## src/rtl/branch_pkg.sv

```systemverilog
// Shared definitions for the EX-stage branch controller.
// funct3 codes for conditional branches and controller state encoding.
package branch_pkg;

  localparam logic [2:0] F3_BEQ  = 3'b000;
  localparam logic [2:0] F3_BNE  = 3'b001;
  localparam logic [2:0] F3_BLT  = 3'b100;
  localparam logic [2:0] F3_BGE  = 3'b101;
  localparam logic [2:0] F3_BLTU = 3'b110;
  localparam logic [2:0] F3_BGEU = 3'b111;

  typedef enum logic [1:0] {
    IDLE     = 2'd0,
    RESOLVE  = 2'd1,
    REDIRECT = 2'd2,
    FLUSH    = 2'd3
  } brState_e;

endpackage

```

## src/rtl/branch_cond.sv

```systemverilog
// Branch condition decode from funct3 and comparator flags.
// Shared with the decoder for static prediction.
module branch_cond
  import branch_pkg::*;
(
  input  logic [2:0] funct3,
  input  logic       eq,
  input  logic       lt,
  output logic       taken,
  output logic       illegal
);

  always_comb begin
    taken   = 1'b0;
    illegal = 1'b0;
    unique case (1'b1)
      (funct3 == F3_BEQ):  taken = eq;
      (funct3 == F3_BNE):  taken = !eq;
      (funct3 == F3_BLT):  taken = lt;
      (funct3 == F3_BGE):  taken = !lt;
      (funct3 == F3_BLTU): taken = lt;
      (funct3 == F3_BGEU): taken = !lt;
      default:             illegal = 1'b1;
    endcase
  end

endmodule

```

## src/rtl/branch_ctrl.sv

```systemverilog
// EX-stage branch sequencer: resolve, redirect, flush window,
// plus saturating branch statistics.
module branch_ctrl
  import branch_pkg::*;
#(
  parameter int FLUSH_CYCLES = 2,
  parameter int CNT_W        = 16
) (
  input  logic             i_clk,
  input  logic             i_rst,
  input  logic             i_br_valid,
  output logic             o_br_ready,
  input  logic [2:0]       i_funct3,
  input  logic [31:0]      i_pc,
  input  logic [31:0]      i_target,
  input  logic             i_stall,
  output logic             o_brUn,
  input  logic             i_brEq,
  input  logic             i_brLT,
  output logic             o_redirect,
  output logic [31:0]      o_redirect_pc,
  output logic             o_flush,
  output logic             o_resolved,
  output logic             o_taken,
  output logic             o_illegal,
  output logic             o_misalign,
  output logic [CNT_W-1:0] o_br_count,
  output logic [CNT_W-1:0] o_taken_count
);

  localparam logic [2:0] FLUSH_LOAD = 3'(FLUSH_CYCLES - 1);

  brState_e         state, stateNext;
  logic [2:0]       funct3Q, condF3, flushCnt;
  logic [31:0]      pcQ, targetQ;
  logic             brUnQ, resolvedQ, takenQ;
  logic             illegalQ, misalignQ;
  logic [CNT_W-1:0] brCnt, takenCnt;
  logic             condTaken, condIllegal;
  logic             ready, accept, resolveNow;
  logic             illegalNext, misalignNext;
  logic             unusedPc;

  function automatic logic [CNT_W-1:0] satInc(
    input logic [CNT_W-1:0] v
  );
    return (&v) ? v : v + CNT_W'(1);
  endfunction

  // One decoder: legality on the offered op, outcome on the latched one
  assign condF3 = (state == IDLE) ? i_funct3 : funct3Q;

  branch_cond uCond (
    .funct3  (condF3),
    .eq      (i_brEq),
    .lt      (i_brLT),
    .taken   (condTaken),
    .illegal (condIllegal)
  );

  assign ready    = (state == IDLE) && !i_stall && !i_rst;
  assign accept   = i_br_valid && ready;
  assign unusedPc = ^pcQ;

  always_ff @(posedge i_clk) begin
    if (i_rst) state <= IDLE;
    else       state <= stateNext;
  end

  always_comb begin
    stateNext    = state;
    resolveNow   = 1'b0;
    illegalNext  = 1'b0;
    misalignNext = 1'b0;
    unique case (state)
      IDLE: begin
        if (accept) begin
          if (condIllegal) illegalNext = 1'b1;
          else             stateNext   = RESOLVE;
        end
      end
      RESOLVE: begin
        if (!i_stall) begin
          resolveNow = 1'b1;
          stateNext  = IDLE;
          if (condTaken) begin
            if (targetQ[1:0] == 2'b00) stateNext = REDIRECT;
            else                       misalignNext = 1'b1;
          end
        end
      end
      REDIRECT: stateNext = FLUSH;
      FLUSH: begin
        if (!i_stall && flushCnt == 3'd0) stateNext = IDLE;
      end
      default: stateNext = IDLE;
    endcase
  end

  always_ff @(posedge i_clk) begin
    if (i_rst) begin
      funct3Q   <= '0;
      pcQ       <= '0;
      targetQ   <= '0;
      brUnQ     <= 1'b0;
      flushCnt  <= '0;
      resolvedQ <= 1'b0;
      takenQ    <= 1'b0;
      illegalQ  <= 1'b0;
      misalignQ <= 1'b0;
      brCnt     <= '0;
      takenCnt  <= '0;
    end else begin
      resolvedQ <= resolveNow;
      takenQ    <= resolveNow && condTaken;
      illegalQ  <= illegalNext;
      misalignQ <= misalignNext;
      if (accept && !condIllegal) begin
        funct3Q <= i_funct3;
        pcQ     <= i_pc;
        targetQ <= i_target;
        brUnQ   <= i_funct3[1];
      end
      if (state == REDIRECT)
        flushCnt <= FLUSH_LOAD;
      else if (state == FLUSH && !i_stall && flushCnt != 3'd0)
        flushCnt <= flushCnt - 3'd1;
      if (resolveNow) begin
        brCnt <= satInc(brCnt);
        if (condTaken) takenCnt <= satInc(takenCnt);
      end
    end
  end

  assign o_br_ready    = ready;
  assign o_brUn        = brUnQ;
  assign o_redirect    = (state == REDIRECT);
  assign o_redirect_pc = o_redirect ? targetQ : 32'h0;
  assign o_flush       = (state == FLUSH);
  assign o_resolved    = resolvedQ;
  assign o_taken       = takenQ;
  assign o_illegal     = illegalQ;
  assign o_misalign    = misalignQ;
  assign o_br_count    = brCnt;
  assign o_taken_count = takenCnt;

endmodule

```

## config.mk

```make
export PLATFORM = sky130hd
export DESIGN_NAME = branch_ctrl
export DESIGN_NICKNAME = d
export VERILOG_FILES = /design/src/rtl/branch_pkg.sv /design/src/rtl/branch_cond.sv /design/src/rtl/branch_ctrl.sv
export SDC_FILE = /design/constraint.sdc
export NUM_CORES = 1
export LEC_CHECK = 0
export CAP_MARGIN = 20
export CORE_MARGIN = 5
export CORE_UTILIZATION = 36
export CTS_CLUSTER_SIZE = 40
export DETAILED_ROUTE_END_ITERATION = 7
export PLACE_DENSITY_LB_ADDON = 0.15
export SLEW_MARGIN = 0
export SYNTH_ARGS = -nofsm -noshare
export SYNTH_HDL_FRONTEND = slang
export SYNTH_SLANG_ARGS = --single-unit
export TNS_END_PERCENT = 30
```

## constraint.sdc

```tcl
create_clock -name i_clk -period 4.4 [get_ports i_clk]
set_input_delay 1.32 -clock i_clk [delete_from_list [all_inputs] [get_ports i_clk]]
set_output_delay 1.32 -clock i_clk [all_outputs]
set_load 0.05 [all_outputs]
```

# == Yosys cells after proc, flatten, opt, wreduce, memory -nomap -nowiden ==
# Index checks and enable logic that the tools add are counted.
# word_totals
reg_bits,77
inputBits,73
elab_cells,78
# classes
add_sub_neg,3
n_eq_ne,12
mux,16
bitwise,6
n_reduce_logical,29
# op_table
op,n
adder 16 x 1 -> 16 bit (second input constant),2
two-way mux 32 bit,1
AND reduction 16 bit,2
== test 3 bit (second input constant),4
two-way mux 2 bit,6
logical AND 1 bit,8
one-hot mux 2 bit (4 select lines),1
logical NOT 3 bit,2
two-way mux 1 bit,6
!= test 2 bit (second input constant),3
NOT 1 bit,6
OR reduction 2 bit,3
OR reduction 6 bit,1
== test 2 bit (second input constant),2
logical NOT 1 bit,4
logical NOT 2 bit,2
one-hot mux 1 bit (4 select lines),1
AND reduction 4 bit,1
OR reduction 4 bit,1
== test 3 x 1 -> 1 bit (second input constant),1
two-way mux 3 bit,1
AND reduction 3 bit,1
nonzero test 3 bit,1
OR reduction 3 bit,1
other kinds (5),5

# == Logic depth before layout (Yosys ltp) ==
# Gate-level depths: netlist of run 1.
# depth
depth_word,8
ltp_mapped,8
depth_no_buf,6

# == By module ==
# From an unflattened synthesis of run 1, not the netlist that was laid out.
# unflattened
hier_cells,430
area_unflattened_um2,3449.6
# modules_own_cells
module,instances,cells_each,area_each_um2,seq_area_each_um2
branch_ctrl,1,424,3404.5,1521.5
branch_cond,1,6,45.0,0.0

# == Worst setup path after synthesis of run 1 ==
# OpenSTA, ideal clock, no wires.
# synth_timing
kind,input to output
startpoint,input i_rst
endpoint,output o_br_ready
arrival_time_ps,2961
t_required_ps,3080
path_slack_ps,119
path_stages,2
n_path_buf,1
path_cell_list,clkbuf_1 nor4_1
# synth_via
elab_chain_len,2
# synth_lines
item,line,source
from (decl),branch_ctrl.sv:10,"input logic i_rst,"
logical NOT 1 bit,branch_ctrl.sv:61,assign ready = (state == IDLE) && !i_stall && !i_rst;
logical AND 1 bit,branch_ctrl.sv:61,
to (decl),branch_ctrl.sv:12,"output logic o_br_ready,"
# No other way between the ends.

# == Worst setup path in the final report of run 1 ==
# layout_timing
startpoint,input i_stall
endpoint,output o_br_ready
# layout_via
elab_chain_len,3
# layout_lines
item,line,source
from (decl),branch_ctrl.sv:16,"input logic i_stall,"
logical NOT 1 bit,branch_ctrl.sv:61,
logical AND 1 bit (2 in a row),branch_ctrl.sv:61,
# No other way between the ends.

==> metrics.md, run 1 <==
| Metric | Value |
|---|---|
| Hold Vio Cnt, Final | `0` |
| Yosys warnings | `0` |
| Synth top area share | `44.3%` |
| Max-Cap Viols | `0` |
| Crit Path Class | `input port to output port` |
| Most numerous cell in the Yosys netlist | `nand2_1` |
| Synth async-reset ratio | `0%` |
| Psw | `0.299 mW` |
| Sw frac | `22.0%` |
| Final HPWL DP | `6180 um` |
| Filler Cells Inserted | `908` |
| Synthesized Nets | `500` |
| Initial antenna violation count | `0` |
| CTS clk-pin slew, worst paths | `70 ps` |
| Clk pwr share | `41.4%` |
| TritonCTS Buffers | `9` |
| CTS tree | `yes` |
| Clock skew | `13.9 ps` |
| Power Density | `278 nW/um^2` |
| Cell Area, Synth | `3440 um^2` |
| RSZ-0062 raised after global routing | `no` |
| Boundary Pins | `145` |
| Global route overflow | `0` |
| Synth unique cells | `48` |
| DRC violations left | `0` |
| Peak supply drop | `0.000154 V` |
| Postcts setup bufs | `0` |
| Core Box Area | `9280 um^2` |
| Cts hold-fix bufs | `0` |
| Die Ht | `108 um` |
| Hold Crit Depth | `2` |
| Internal power | `1.06 mW` |
| Wire length per cell | `13.4 um` |
| Post-layout nets | `606` |
| Sequential share of power | `51.7%` |
| Nature of the critical path startpoint | `input port` |
| Vias per cell | `4.84` |
| Rows | `35` |
| WP data required | `3080 ps` |
| Final Core Density | `52.8%` |
| Slowest stage delay, CP | `530 ps` |
| Max H-tree Level | `3` |
| Minimum clock period | `3840 ps` |
| Synthesized flop and latch total | `76` |
| Die Wd | `108 um` |
| Synth Flop Type | `dfxtp_1` |
| CP endpoint kind | `output port` |
| Tightest Pin Transition | `778 ps` |
| Clock Path Buffers | `2` |
| Cells after synthesis | `423` |
| Total track usage | `15.5%` |
| Vias in the first global route | `3031` |
| Arrival time at the worst endpoint | `2520 ps` |
| Avg Inst Size Synth | `8.13 um^2` |
| Share of cells above drive strength 1 | `5.44%` |
| Max frequency | `0.260 GHz` |
| Post-CTS Resized | `0` |
| Crit path depth | `3` |
| Seq/Total Area, Yosys | `44.3%` |
| Worst path slowest cell | `clkdlybuf4s50_1` |
| Final ANT Viol Nets | `0` |
| Critical path, cell by cell | `clkdlybuf4s50_1 -> nor4_1 -> buf_12` |
| DR iter-0 viols | `100` |
| Final WL | `8870 um` |
| Rel. slew slack | `48.1%` |
| Antenna Cells | `0` |
| Delay-heaviest family, CP | `buffers and inverters` |
| Root buffer cell | `clkbuf_8` |
| CP Max Fanout | `7` |
| Worst path bufs/invs | `2` |
| IO buf count | `112` |
| Initial cell density of the core | `37.0%` |
| Cell taking the most area after synthesis | `dfxtp_1` |
| Synth area leaders | `dfxtp_1 (44%), nand2_1 (9.6%), a21oi_1 (6.8%)` |
| Die ar. | `11600 um^2` |
| Sink Count | `76` |
| Pins Over Slew Limit | `0` |
| Total number of vias | `3206` |
| Top post-synthesis cells by count | `nand2_1 (88), dfxtp_1 (76), a21oi_1 (47)` |
| Comb pwr share | `6.9%` |
| Post-synth EDFFs | `0` |
| First-pass GRT wire length | `14700 um` |
| Period utilisation layout | `87.3%` |
| Largest net degree at the start of global routing | `77` |
| Worst Reg2Reg Path Length in Cells | `7` |
| Status | `finished clean` |
| Area delta synth->final | `42.5%` |
| Routability congestion estimate | `0.769` |
| Drt first pass iters | `4` |
| Setup TNS | `0 ps` |
| Worst Hold Class | `flip-flop to flip-flop` |
| P_leak | `1.66 nW` |
| Final setup fails | `0` |
| Clock Latency Late Sink | `340 ps` |
-- sequential cells by signal, summed over array words and instances, names as in the netlist, named ones only --
register and cells:
targetQ 32, o_br_count 16, o_taken_count 16, flushCnt 3, funct3Q 3, o_illegal 1, o_misalign 1, o_resolved 1
o_taken 1, state 1
-- worst register-to-register path, cell delays in order, from the launching register on --
cell     delay [ps]
dfxtp_1         310
buf_4           170
nor3b_1         390
o21ai_0         160
and3_1          250
o21ai_4         500
a21oi_1         160
mux2_1          340
-- logic make-up (layout without fill, tap and decap cells) --
logic type,Yosys count,after routing,share of synthesized area (%)
AO/OA/AOI/OAI,75,75,13.2
XOR/XNOR,15,15,3.82
adder cells (fa/ha/maj),4,4,1.46
buffers and inverters,31,141,3.75
flip-flops,76,76,44.3
multiplexers,4,4,1.24
AND/OR/NAND/NOR,218,218,32.3
-- routing by layer --
layer / share of wire (%) / vias to the layer above / GRT usage [%] / wire, um
li1: - / 1655 / - / -
met1: 45 / 1459 / 19.8 / 4030
met2: 47 / 79 / 25.5 / 4210
met3: 5.5 / 13 / 3.48 / 488
met4: 1.6 / 0 / 5.68 / 146
met5: 0 / - / 0 / 0
-- metrics by stage --
| step | hold WS (ps) | power [mW] | std cells | instance area, um^2 | worst slack [ps] |
|---|---|---|---|---|---|
| after floorplan | 432 | 0.761 | 423 | 3440 | 119 |
| after global placement | 437 | 0.812 | 647 | 4690 | 547 |
| after global routing | 464 | 1.42 | 662 | 4900 | 467 |
| after detailed placement | 442 | 0.813 | 647 | 4690 | 535 |
| final | 450 | 1.36 | 662 | 4900 | 557 |
| after CTS | 452 | 1.38 | 662 | 4900 | 533 |
-- power groups by stage --
stage	Combinational (mW)	Sequential (mW)	Clock (mW)
after floorplan	0.0400	0.721	0
after global placement	0.0937	0.718	0
after detailed placement	0.0948	0.719	0
after CTS	0.0952	0.702	0.585
after global routing	0.103	0.704	0.613
final	0.0938	0.702	0.563
-- cells in the final DEF (no fill, tap or decap), types with 8 or more instances in the layout --
cell type        count
clkdlybuf4s50_1    110
nand4_1             11
and2_1              34
clkbuf_8             9
dfxtp_1             76
nand3_1              8
nand2_1             88
nor2_1              29
xor2_1              11
a21oi_1             47
-- worst paths after layout --
check / slack, ps / start / to
max reg2reg: 2030 / flip-flop / o_taken_count[0]
max: 560 / i_stall / o_br_ready
min: 450 / targetQ[3] / targetQ[3]
min reg2reg: 450 / targetQ[3] / targetQ[3]
-- cell type report --
class | count | area, um^2 | area share (%)
well taps | 129 | 161 | 3.30
flip-flops and latches | 76 | 1520 | 31.1
repair buffers | 120 | 1200 | 24.5
clock buffers | 10 | 128 | 2.61
multi-input cells | 316 | 1790 | 36.5
inverters | 6 | 22.5 | 0.460
clock inverters | 5 | 77.6 | 1.58
Power figures use the tool's default switching activity.
==> inputs of run 2 (changes only) <==
CORE_MARGIN = 2   (was 5)
==> metrics.md, run 2 (same netlist as run 1, synthesis figures left out) <==
| Metric | Value |
|---|---|
| Worst Reg2Reg Path Length in Cells | `7 (unchanged)` |
| Hold Vio Cnt, Final | `0 (unchanged)` |
| Power, Total | `1.38 mW (was 1.36 mW)` |
| CTS tree | `yes (unchanged)` |
| Max frequency | `0.261 GHz (was 0.260 GHz)` |
| Rows | `35 (unchanged)` |
| Minimum clock period | `3830 ps (was 3840 ps)` |
| CTS clk-pin slew, worst paths | `70 ps (about the same)` |
| Power Density | `282 nW/um^2 (was 278 nW/um^2)` |
| Core Box Area | `9240 um^2 (was 9280 um^2)` |
| Clock skew | `9.22 ps (was 13.9 ps)` |
| DR iter-0 viols | `80 (was 100)` |
| Post-layout nets | `605 (was 606)` |
| Die ar. | `10300 um^2 (was 11600 um^2)` |
| Clock Latency Late Sink | `350 ps (was 340 ps)` |
| Placed Area | `4690 um^2 (about the same)` |
| Final HPWL DP | `5710 um (was 6180 um)` |
| Postcts setup bufs | `0 (unchanged)` |
| Filler Cells Inserted | `897 (was 908)` |
| Worst Hold Class | `flip-flop to flip-flop (unchanged)` |
| Global route overflow | `0 (unchanged)` |
| Final setup fails | `0 (unchanged)` |
| Setup TNS | `0 ps (unchanged)` |
| Total number of vias | `3204 (was 3206)` |
| Reg2Reg Setup Slack | `2080 ps (was 2030 ps)` |
| Pins Over Slew Limit | `0 (unchanged)` |
| IO buf count | `112 (unchanged)` |
| Final WS setup | `565 ps (was 557 ps)` |
| Final Core Density | `53.1% (was 52.8%)` |
| Peak supply drop | `0.000182 V (was 0.000154 V)` |
| Initial cell density of the core | `37.2% (was 37.0%)` |
| RSZ-0062 raised after global routing | `no (unchanged)` |
| Vias per cell | `4.84 (about the same)` |
| Commonest non-fill, non-tap cells in the layout | `clkdlybuf4s50_1 (110), nand2_1 (88), dfxtp_1 (76), a21oi_1 (47), and2_1 (34) (unchanged)` |
| Post-route cell area | `4900 um^2 (about the same)` |
| Antenna Cells | `0 (unchanged)` |
| Worst R2R End | `o_taken_count[10] (was o_taken_count[0])` |
| Cts hold-fix bufs | `0 (unchanged)` |
| WP data required | `3080 ps (about the same)` |
| Final ANT Viol Nets | `0 (unchanged)` |
| Total track usage | `16.7% (was 15.5%)` |
| CP Max Fanout | `7 (unchanged)` |
| Largest reg by FF count | `targetQ (unchanged)` |
| Wire length per cell | `12.7 um (was 13.4 um)` |
| Rel. slew slack | `45.7% (was 48.1%)` |
| Hold EP | `targetQ[8] (was targetQ[3])` |
| Routability congestion estimate | `0.778 (was 0.769)` |
| Largest net degree at the start of global routing | `76 (was 77)` |
| Drt first pass iters | `4 (unchanged)` |
| P_leak | `1.66 nW (about the same)` |
| Arrival time at the worst endpoint | `2510 ps (was 2520 ps)` |
| Area delta synth->final | `42.7% (was 42.5%)` |
| Boundary Pins | `145 (unchanged)` |
| Post-CTS Resized | `0 (unchanged)` |
| Tightest Pin Transition | `815 ps (was 778 ps)` |
| Final WL | `8400 um (was 8870 um)` |
| Root buffer cell | `clkbuf_8 (unchanged)` |
| Initial antenna violation count | `0 (unchanged)` |
| Max-Cap Viols | `0 (unchanged)` |
| Pre-CTS setup slack | `560 ps (was 535 ps)` |
| Vias in the first global route | `3049 (was 3031)` |
| CP endpoint kind | `output port (unchanged)` |
| Crit Path Class | `input port to output port (unchanged)` |
| Hold Crit Depth | `2 (unchanged)` |
| First-pass GRT wire length | `13900 um (was 14700 um)` |
| Die Wd | `102 um (was 108 um)` |
| Largest register FFs | `32 (unchanged)` |
| Status | `finished clean (unchanged)` |
| Period utilisation layout | `87.2% (was 87.3%)` |
| Sink Count | `76 (unchanged)` |
| TritonCTS Buffers | `9 (unchanged)` |
| Worst hold start | `targetQ[8] (was targetQ[3])` |
| Commonest non-fill, non-tap cell in the layout | `clkdlybuf4s50_1 (unchanged)` |
| DRC violations left | `0 (unchanged)` |
| Max H-tree Level | `3 (unchanged)` |
| Die Ht | `102 um (was 108 um)` |
| Clock Path Buffers | `2 (unchanged)` |
| Share of cells above drive strength 1 | `5.25% (was 5.44%)` |
| Nature of the critical path startpoint | `input port (unchanged)` |
run 2: metal layers:
layer | track usage, % | part of all wire, % | vias up
met5 | 0 | 0 | -
met4 | 6.03 | 1.2 | 0
met3 | 4.76 | 5.9 | 10
met2 | 27.1 | 46 | 82
met1 | 21.0 | 46 | 1455
li1 | - | - | 1657
run 2: area by class of cell:
type	count	area [um^2]	area share [%]
Clock buffer	12	145	2.96
Clock inverter	4	72.6	1.48
Inverter	6	22.5	0.459
Multi-Input combinational cell	316	1790	36.5
Sequential cell	76	1520	31.0
Tap cell	129	161	3.29
Timing Repair Buffer	119	1190	24.3
run 2: report_power, final:
group          internal [mW]  leakage [nW]  switching [mW]
logic                 0.0484         0.936          0.0448
registers              0.698         0.614         0.00501
clock network          0.335         0.107           0.252
total                   1.08          1.66           0.301
run 2: how the worst max path moves through the flow:
stage / endpoint / cells past startpoint / from
after global placement: o_br_ready / 3 / i_stall
after CTS: o_br_ready / 3 / i_stall
after floorplan: o_br_ready / 2 / i_rst
after detailed placement: o_br_ready / 3 / i_stall
final: o_br_ready / 3 / i_stall
after global routing: o_br_ready / 3 / i_stall
run 2: metrics by stage:
step | std cells | hold WS [ps]
5_1_grt | 662 | 476
3_5_place_dp | 646 | 443
3_3_place_gp | 646 | 438
4_1_cts | 662 | 454
2_1_floorplan | 423 | 432
6_report | 662 | 450
run 2: critical path, stage by stage:
cell	delay, ps
clkdlybuf4s50_1	520
nor4_1	470
buf_12	200
==> inputs of run 3 (changes only) <==
ABC_AREA = 1   (was unset)
CORE_MARGIN = unset   (was 2)
CTS_BUF_LIST = sky130_fd_sc_hd__clkbuf_8   (was unset)
==> metrics.md, run 3 <==
| Metric | Value |
|---|---|
| Hold Crit Depth | `2 (unchanged)` |
| Worst hold start | `targetQ[17] (was targetQ[8])` |
| Post-synth EDFFs | `0 (unchanged)` |
| Reg area | `1520 um^2 (unchanged)` |
| Sink Count | `76 (unchanged)` |
| Global route overflow | `0 (unchanged)` |
| Minimum clock period | `3720 ps (was 3830 ps)` |
| Power Density | `295 nW/um^2 (was 282 nW/um^2)` |
| DRC violations left | `0 (unchanged)` |
| Seq/Total Area, Yosys | `40.8% (was 44.3%)` |
| Clock Path Buffers | `2 (unchanged)` |
| Area delta synth->final | `38.3% (was 42.7%)` |
| Synth Flop Type | `dfxtp_1 (unchanged)` |
| Worst r2r src | `o_br_count[0]` |
| Rel. slew slack | `35.7% (was 45.7%)` |
| Crit Path Class | `flip-flop to output port (was input port to output port)` |
| Peak supply drop | `0.000191 V (was 0.000182 V)` |
| Die Wd | `104 um (was 102 um)` |
| Core Box Area | `9910 um^2 (was 9240 um^2)` |
| Commonest non-fill, non-tap cell in the layout | `clkdlybuf4s50_1 (unchanged)` |
| Synth area leaders | `dfxtp_1 (41%), nand2_1 (9.2%), a21oi_1 (8.6%) (was dfxtp_1 (44%), nand2_1 (9.6%), a21oi_1 (6.8%))` |
| P_leak | `1.85 nW (was 1.66 nW)` |
| Nature of the critical path startpoint | `flip-flop (was input port)` |
| Post-CTS Resized | `0 (unchanged)` |
| Cells after synthesis | `536 (was 423)` |
| Vias per cell | `4.58 (was 4.84)` |
| First-pass GRT wire length | `14700 um (was 13900 um)` |
| CTS tree | `yes (unchanged)` |
| Clk pwr share | `38.0% (was 42.4%)` |
| Psw | `0.393 mW (was 0.301 mW)` |
| Root buffer cell | `clkbuf_8 (unchanged)` |
| Final HPWL DP | `6150 um (was 5710 um)` |
| Rows | `36 (was 35)` |
| Routability congestion estimate | `0.854 (was 0.778)` |
| Yosys warnings | `0 (unchanged)` |
| Cell Area, Synth | `3730 um^2 (was 3440 um^2)` |
| Share of cells above drive strength 1 | `4.96% (was 5.25%)` |
| Status | `finished clean (unchanged)` |
| Antenna Cells | `0 (unchanged)` |
| Internal power | `1.13 mW (was 1.08 mW)` |
| Initial cell density of the core | `37.6% (was 37.2%)` |
| Slowest stage delay, CP | `820 ps (was 520 ps)` |
| Final ANT Viol Nets | `0 (unchanged)` |
| Commonest non-fill, non-tap cells in the layout | `clkdlybuf4s50_1 (111), nand2_1 (91), dfxtp_1 (76), nor2_1 (75), inv_1 (72) (was clkdlybuf4s50_1 (110), nand2_1 (88), dfxtp_1 (76), a21oi_1 (47), and2_1 (34))` |
| CTS clk-pin slew, worst paths | `70 ps (about the same)` |
| Die Ht | `104 um (was 102 um)` |
| Final setup fails | `0 (unchanged)` |
| Initial antenna violation count | `0 (unchanged)` |
| Boundary Pins | `145 (unchanged)` |
| IO buf count | `112 (unchanged)` |
| Critical path, cell by cell | `inv_1 -> nor2_1 -> inv_1 -> buf_16 -> nor2_1 -> clkdlybuf4s50_1 (was clkdlybuf4s50_1 -> nor4_1 -> buf_12)` |
| Clock Latency Late Sink | `340 ps (was 350 ps)` |
| DR iter-0 viols | `99 (was 80)` |
| Crit path depth | `6 (was 3)` |
| Synthesized flop and latch total | `76 (unchanged)` |
| Worst path slowest cell | `clkdlybuf4s50_1 (unchanged)` |
| Max H-tree Level | `3 (unchanged)` |
| Pins Over Slew Limit | `0 (unchanged)` |
| RSZ-0062 raised after global routing | `no (unchanged)` |
| TritonCTS Buffers | `9 (unchanged)` |
| Clock skew | `12.1 ps (was 9.22 ps)` |
| Hold Vio Cnt, Final | `0 (unchanged)` |
| Worst path bufs/invs | `4 (was 2)` |
| Drt first pass iters | `4 (unchanged)` |
| Postcts setup bufs | `0 (unchanged)` |
| Synth top area share | `40.8% (was 44.3%)` |
| Max frequency | `0.269 GHz (was 0.261 GHz)` |
| Largest reg by FF count | `targetQ (unchanged)` |
| Pre-CTS setup slack | `784 ps (was 560 ps)` |
| Avg Inst Size Synth | `6.96 um^2 (was 8.13 um^2)` |
| Worst Hold Class | `flip-flop to flip-flop (unchanged)` |
| Largest net degree at the start of global routing | `66 (was 76)` |
| WP data required | `3080 ps (about the same)` |
| Largest register FFs | `32 (unchanged)` |
| Sequential share of power | `47.7% (was 50.8%)` |
| Filler Cells Inserted | `1008 (was 897)` |
| Worst Reg2Reg Path Length in Cells | `8 (was 7)` |
| Max-Cap Viols | `0 (unchanged)` |
| Cts hold-fix bufs | `0 (unchanged)` |
| Area of the multi-input gates | `1780 um^2 (was 1790 um^2)` |
| CP Max Fanout | `32 (was 7)` |
| Arrival time at the worst endpoint | `2400 ps (was 2510 ps)` |
| Synthesized Nets | `613 (was 500)` |
| Wire length per cell | `11.1 um (was 12.7 um)` |
| Total track usage | `16.4% (was 16.7%)` |
| Final WS setup | `683 ps (was 565 ps)` |
| Tightest Pin Transition | `963 ps (was 815 ps)` |
| Post-layout nets | `717 (was 605)` |
| Total number of vias | `3566 (was 3204)` |
| Die ar. | `10800 um^2 (was 10300 um^2)` |
| Setup TNS | `0 ps (unchanged)` |
| Placed cell count | `761 (was 646)` |
| Cell taking the most area after synthesis | `dfxtp_1 (unchanged)` |
| Most numerous cell in the Yosys netlist | `nand2_1 (unchanged)` |
| Vias in the first global route | `3285 (was 3049)` |
| Synth async-reset ratio | `0% (unchanged)` |
| Synth unique cells | `28 (was 48)` |
| Layout Cells excl Fill | `778 (was 662)` |
| Top post-synthesis cells by count | `nand2_1 (91), dfxtp_1 (76), nor2_1 (75) (was nand2_1 (88), dfxtp_1 (76), a21oi_1 (47))` |
| Comb pwr share | `14.3% (was 6.7%)` |
| Delay-heaviest family, CP | `buffers and inverters (unchanged)` |
| Final WL | `8660 um (was 8400 um)` |
| Sw frac | `25.8% (was 21.8%)` |
| CP endpoint kind | `output port (unchanged)` |
| Period utilisation layout | `84.5% (was 87.2%)` |
==> run 3: cell types whose count changed in the layout (fill, tap and decap cells not counted), moves of 5 or more <==
cell and delta:
inv_1 +66, nor2_1 +46, and2_1 -34, nand3_1 +26
o21ai_0 +20, o21ai_1 +19, a21oi_1 +17, xnor2_1 +9
nand4_1 -7, or3_1 -7, nor2b_1 -5, o31ai_1 -5
or4_1 -5
==> run 3: per-stage QoR <==
step / cell area (um^2) / util [%] / hold WS [ps] / total power [mW]
after CTS: 5130 / 51.8 / 455 / 1.54
final: 5160 / 52.1 / 453 / 1.52
after global routing: 5160 / 52.1 / 475 / 1.60
after floorplan: 3730 / - / 430 / 0.885
after global placement: 4890 / 49.3 / 440 / 0.949
after detailed placement: 4920 / 49.6 / 444 / 0.956
==> run 3: power groups by stage <==
stage	Clock, mW	Sequential [mW]	Combinational, mW
5_1_grt	0.631	0.728	0.240
3_3_place_gp	0	0.741	0.209
2_1_floorplan	0	0.750	0.135
6_report	0.578	0.725	0.217
4_1_cts	0.601	0.725	0.216
3_5_place_dp	0	0.741	0.215
==> run 3: kinds of logic after synthesis <==
group | Yosys count | share of synthesized area [%]
AOI/OAI and AO/OA | 113 | 15.6
adders and majority gates | 4 | 1.34
DFF | 76 | 40.8
xor gates and xnor gates | 23 | 5.40
and+or+nand+nor | 224 | 25.4
buffers and inverters | 96 | 11.5
==> run 3: worst reg2reg max path, stage by stage, from the launching register on <==
cell and delay [ps]:
dfxtp_1 430, ha_1 240, nand3_1 140, inv_1 130
nand4_1 120, nand2_1 480, inv_1 330, o21ai_0 160
a21oi_1 80
==> run 3: routing by layer <==
layer	GRT usage, %	vias up	wire length [um]
li1	-	1911	-
met4	4.08	0	62
met1	19.5	1549	4040
met5	0	-	0
met3	6.80	6	713
met2	27.4	100	3850
==> run 3: path summary, 6_finish.rpt <==
check | end | slack, ps
worst min-delay path | targetQ[17] | 450
worst max register to register | o_br_count[15] | 2170
worst max-delay path | o_redirect_pc[31] | 680
worst min register to register | targetQ[17] | 450
==> run 3: area by class of cell <==
| type | count | area share [%] |
|---|---|---|
| Tap cell | 133 | 3.23 |
| Inverter | 73 | 5.31 |
| Clock inverter | 6 | 1.53 |
| Timing Repair Buffer | 116 | 23.3 |
| Sequential cell | 76 | 29.5 |
| Multi-Input combinational cell | 364 | 34.5 |
| Clock buffer | 10 | 2.67 |
==> edit, RTL diff (flow settings as in run 2) <==
Register the input `i_target` before use, with the module's reset. The logic sees it one clock later. The other inputs are not delayed to match.
--- a/src/rtl/branch_ctrl.sv
+++ b/src/rtl/branch_ctrl.sv
@@ -31,2 +31,12 @@
   localparam logic [2:0] FLUSH_LOAD = 3'(FLUSH_CYCLES - 1);
+
+  logic [31:0] i_target_q;
+
+  always_ff @(posedge i_clk) begin
+    if (i_rst) begin
+      i_target_q <= '0;
+    end else begin
+      i_target_q <= i_target;
+    end
+  end
 
@@ -120,3 +130,3 @@
         pcQ     <= i_pc;
-        targetQ <= i_target;
+        targetQ <= i_target_q;
         brUnQ   <= i_funct3[1];
Formal check against the unedited RTL: not equivalent (Yosys sat finds a counterexample within 4 cycles, from zero or initial values and one cycle with i_rst high).
==> edit against run 2 <==
Critical path depth grew 1. Total power grew 37%. Sequential cell count grew 32. Setup slack gained 0.083 ns. Routed wire length grew 15%. Global-route usage shrank 1.3 points. Area after synthesis grew 25%. Final area grew 19%. Final cell count grew 11%. Via count grew 11%. Sequential power grew 44%. Combinational power grew 18%. Highest routed layer unchanged. Hold slack lost 0.018 ns.
==> edit: results <==
group,metric,value,unit
run_status,status,"finished clean",
grt,grt_max_degree,109,
sta,finalSetupViolCount,0,
final_layout,multi_input_area_share,34.37,%
final_layout,multi_input_cells,347,
logic_synthesis,synth_area_leaders,"dfxtp_1 50%, nand2_1 7.0%, and2_1 5.2%",
clock_tree,cts.clk_slew.worst_paths,0.07,ns
hold_path,hold_path_class,"flip-flop to flip-flop",
sta,hold_violations,0,
power_and_ir_drop,ir_worst_vdd,0.2487,mV
critical_path,crit_arrival,2.43,ns
critical_path,cpMaxStageDelayCell,"clkdlybuf4s50_1",
power_and_ir_drop,p_leak,0.002032,uW
grt,grt_pass1_vias,3267,
grt,antenna_found_initial,0,
final_layout,top_regs,"i_target_q x32, targetQ x32",
clock_tree,clock_tree.root_cell,"clkbuf_16",
place,dp_cells,721,
final_layout,nets,667,
sta,tightest_slew,1.026,ns
critical_path,r2r_slack,2.24,ns
final_layout,regArea,0.002162,mm^2
route,dr.first_iter.drc_count,226,
place,dp_hpwl,6387,um
sta,min_period,3.752,ns
final_layout,clock_buffers,10,
logic_synthesis,synth.distinct_cells,45,
power_and_ir_drop,p_comb_share,5.8,%
logic_synthesis,syn_nets,566,
final_layout,buf_share,20.42,%
final_layout,drive_above_1_share,5.210,%
final_layout,nFillCells,1090,
grt,grt_pass1_wl,15650,um
final_layout,clkCellAreaFrac,4.793,%
final_layout,signal_buffers,118,
logic_synthesis,async_reset_ff_share,0,%
logic_synthesis,synth.avg_cell_area,8.804,um^2
logic_synthesis,yosysSeqAreaShare,50.22,%
final_layout,stdcell_count,738,
power_and_ir_drop,intPower,1450,uW
final_layout,nFlopsAndLatches,108,
sta,clock-skew-final,0.009858,ns
logic_synthesis,synth_common_cells,"108 x dfxtp_1, 80 x nand2_1, 44 x a21oi_1, 36 x and2_1",
place,dp_slack,0.6524,ns
route,drt-total-wl,9625,um
route,vias_per_cell,4.825,
grt,grtUsageTotal,15.35,%
critical_path,path_max_fanout,6,
power_and_ir_drop,comb-power,110,uW
power_and_ir_drop,p_seq_share,53.3,%
place,place_congestion,0.7905,
clock_tree,ctsHtreeMaxLevel,3,
place,io_buffers,112,
==> edit: cell count changes after synthesis, moves of 5 or more <==
cell / change
nor2b_1: +28
nand3_1: +6
dfxtp_1: +32
nor2_1: +5
or3_1: -6
nand2_1: -8
xnor2_1: +14
==> edit: worst paths after layout <==
path,from,end,cells after the start
worst min-delay path,i_target_q[20],targetQ[20],2
worst min register to register,i_target_q[20],targetQ[20],2
worst max register to register,o_taken_count[0],o_taken_count[1],6
worst max-delay path,i_stall,o_br_ready,4
==> edit: routing by layer <==
metal | track usage, % | vias to the layer above | wire (um) | share of wire (%)
li1 | - | 1826 | - | -
met1 | 18.47 | 1642 | 4327 | 45
met2 | 24.67 | 85 | 4532 | 47
met3 | 6.802 | 8 | 663 | 6.9
met4 | 4.878 | 0 | 102 | 1.1
met5 | 0 | - | 0 | 0
==> edit: logic make-up (layout without fill, tap and decap cells) <==
| logic type | after synthesis | after routing | synth area share [%] |
|---|---|---|---|
| AO/OA/AOI/OAI | 59 | 59 | 7.556 |
| adder cells (fa/ha/maj) | 4 | 4 | 1.162 |
| XOR/XNOR | 25 | 25 | 5.086 |
| buffers and inverters | 34 | 140 | 3.109 |
| AND/OR/NAND/NOR | 256 | 256 | 32.11 |
| flip-flops | 108 | 108 | 50.22 |
| multiplexers | 3 | 3 | 0.7556 |
==> edit: per-stage QoR <==
stage / utilization, % / area (um^2) / hold slack [ns]
floorplan: - / 4305 / 0.4174
global placement: 47.90 / 5539 / 0.4196
detailed placement: 47.90 / 5539 / 0.4252
CTS: 50.32 / 5819 / 0.4358
global route: 50.56 / 5847 / 0.4465
finish: 50.56 / 5847 / 0.4326
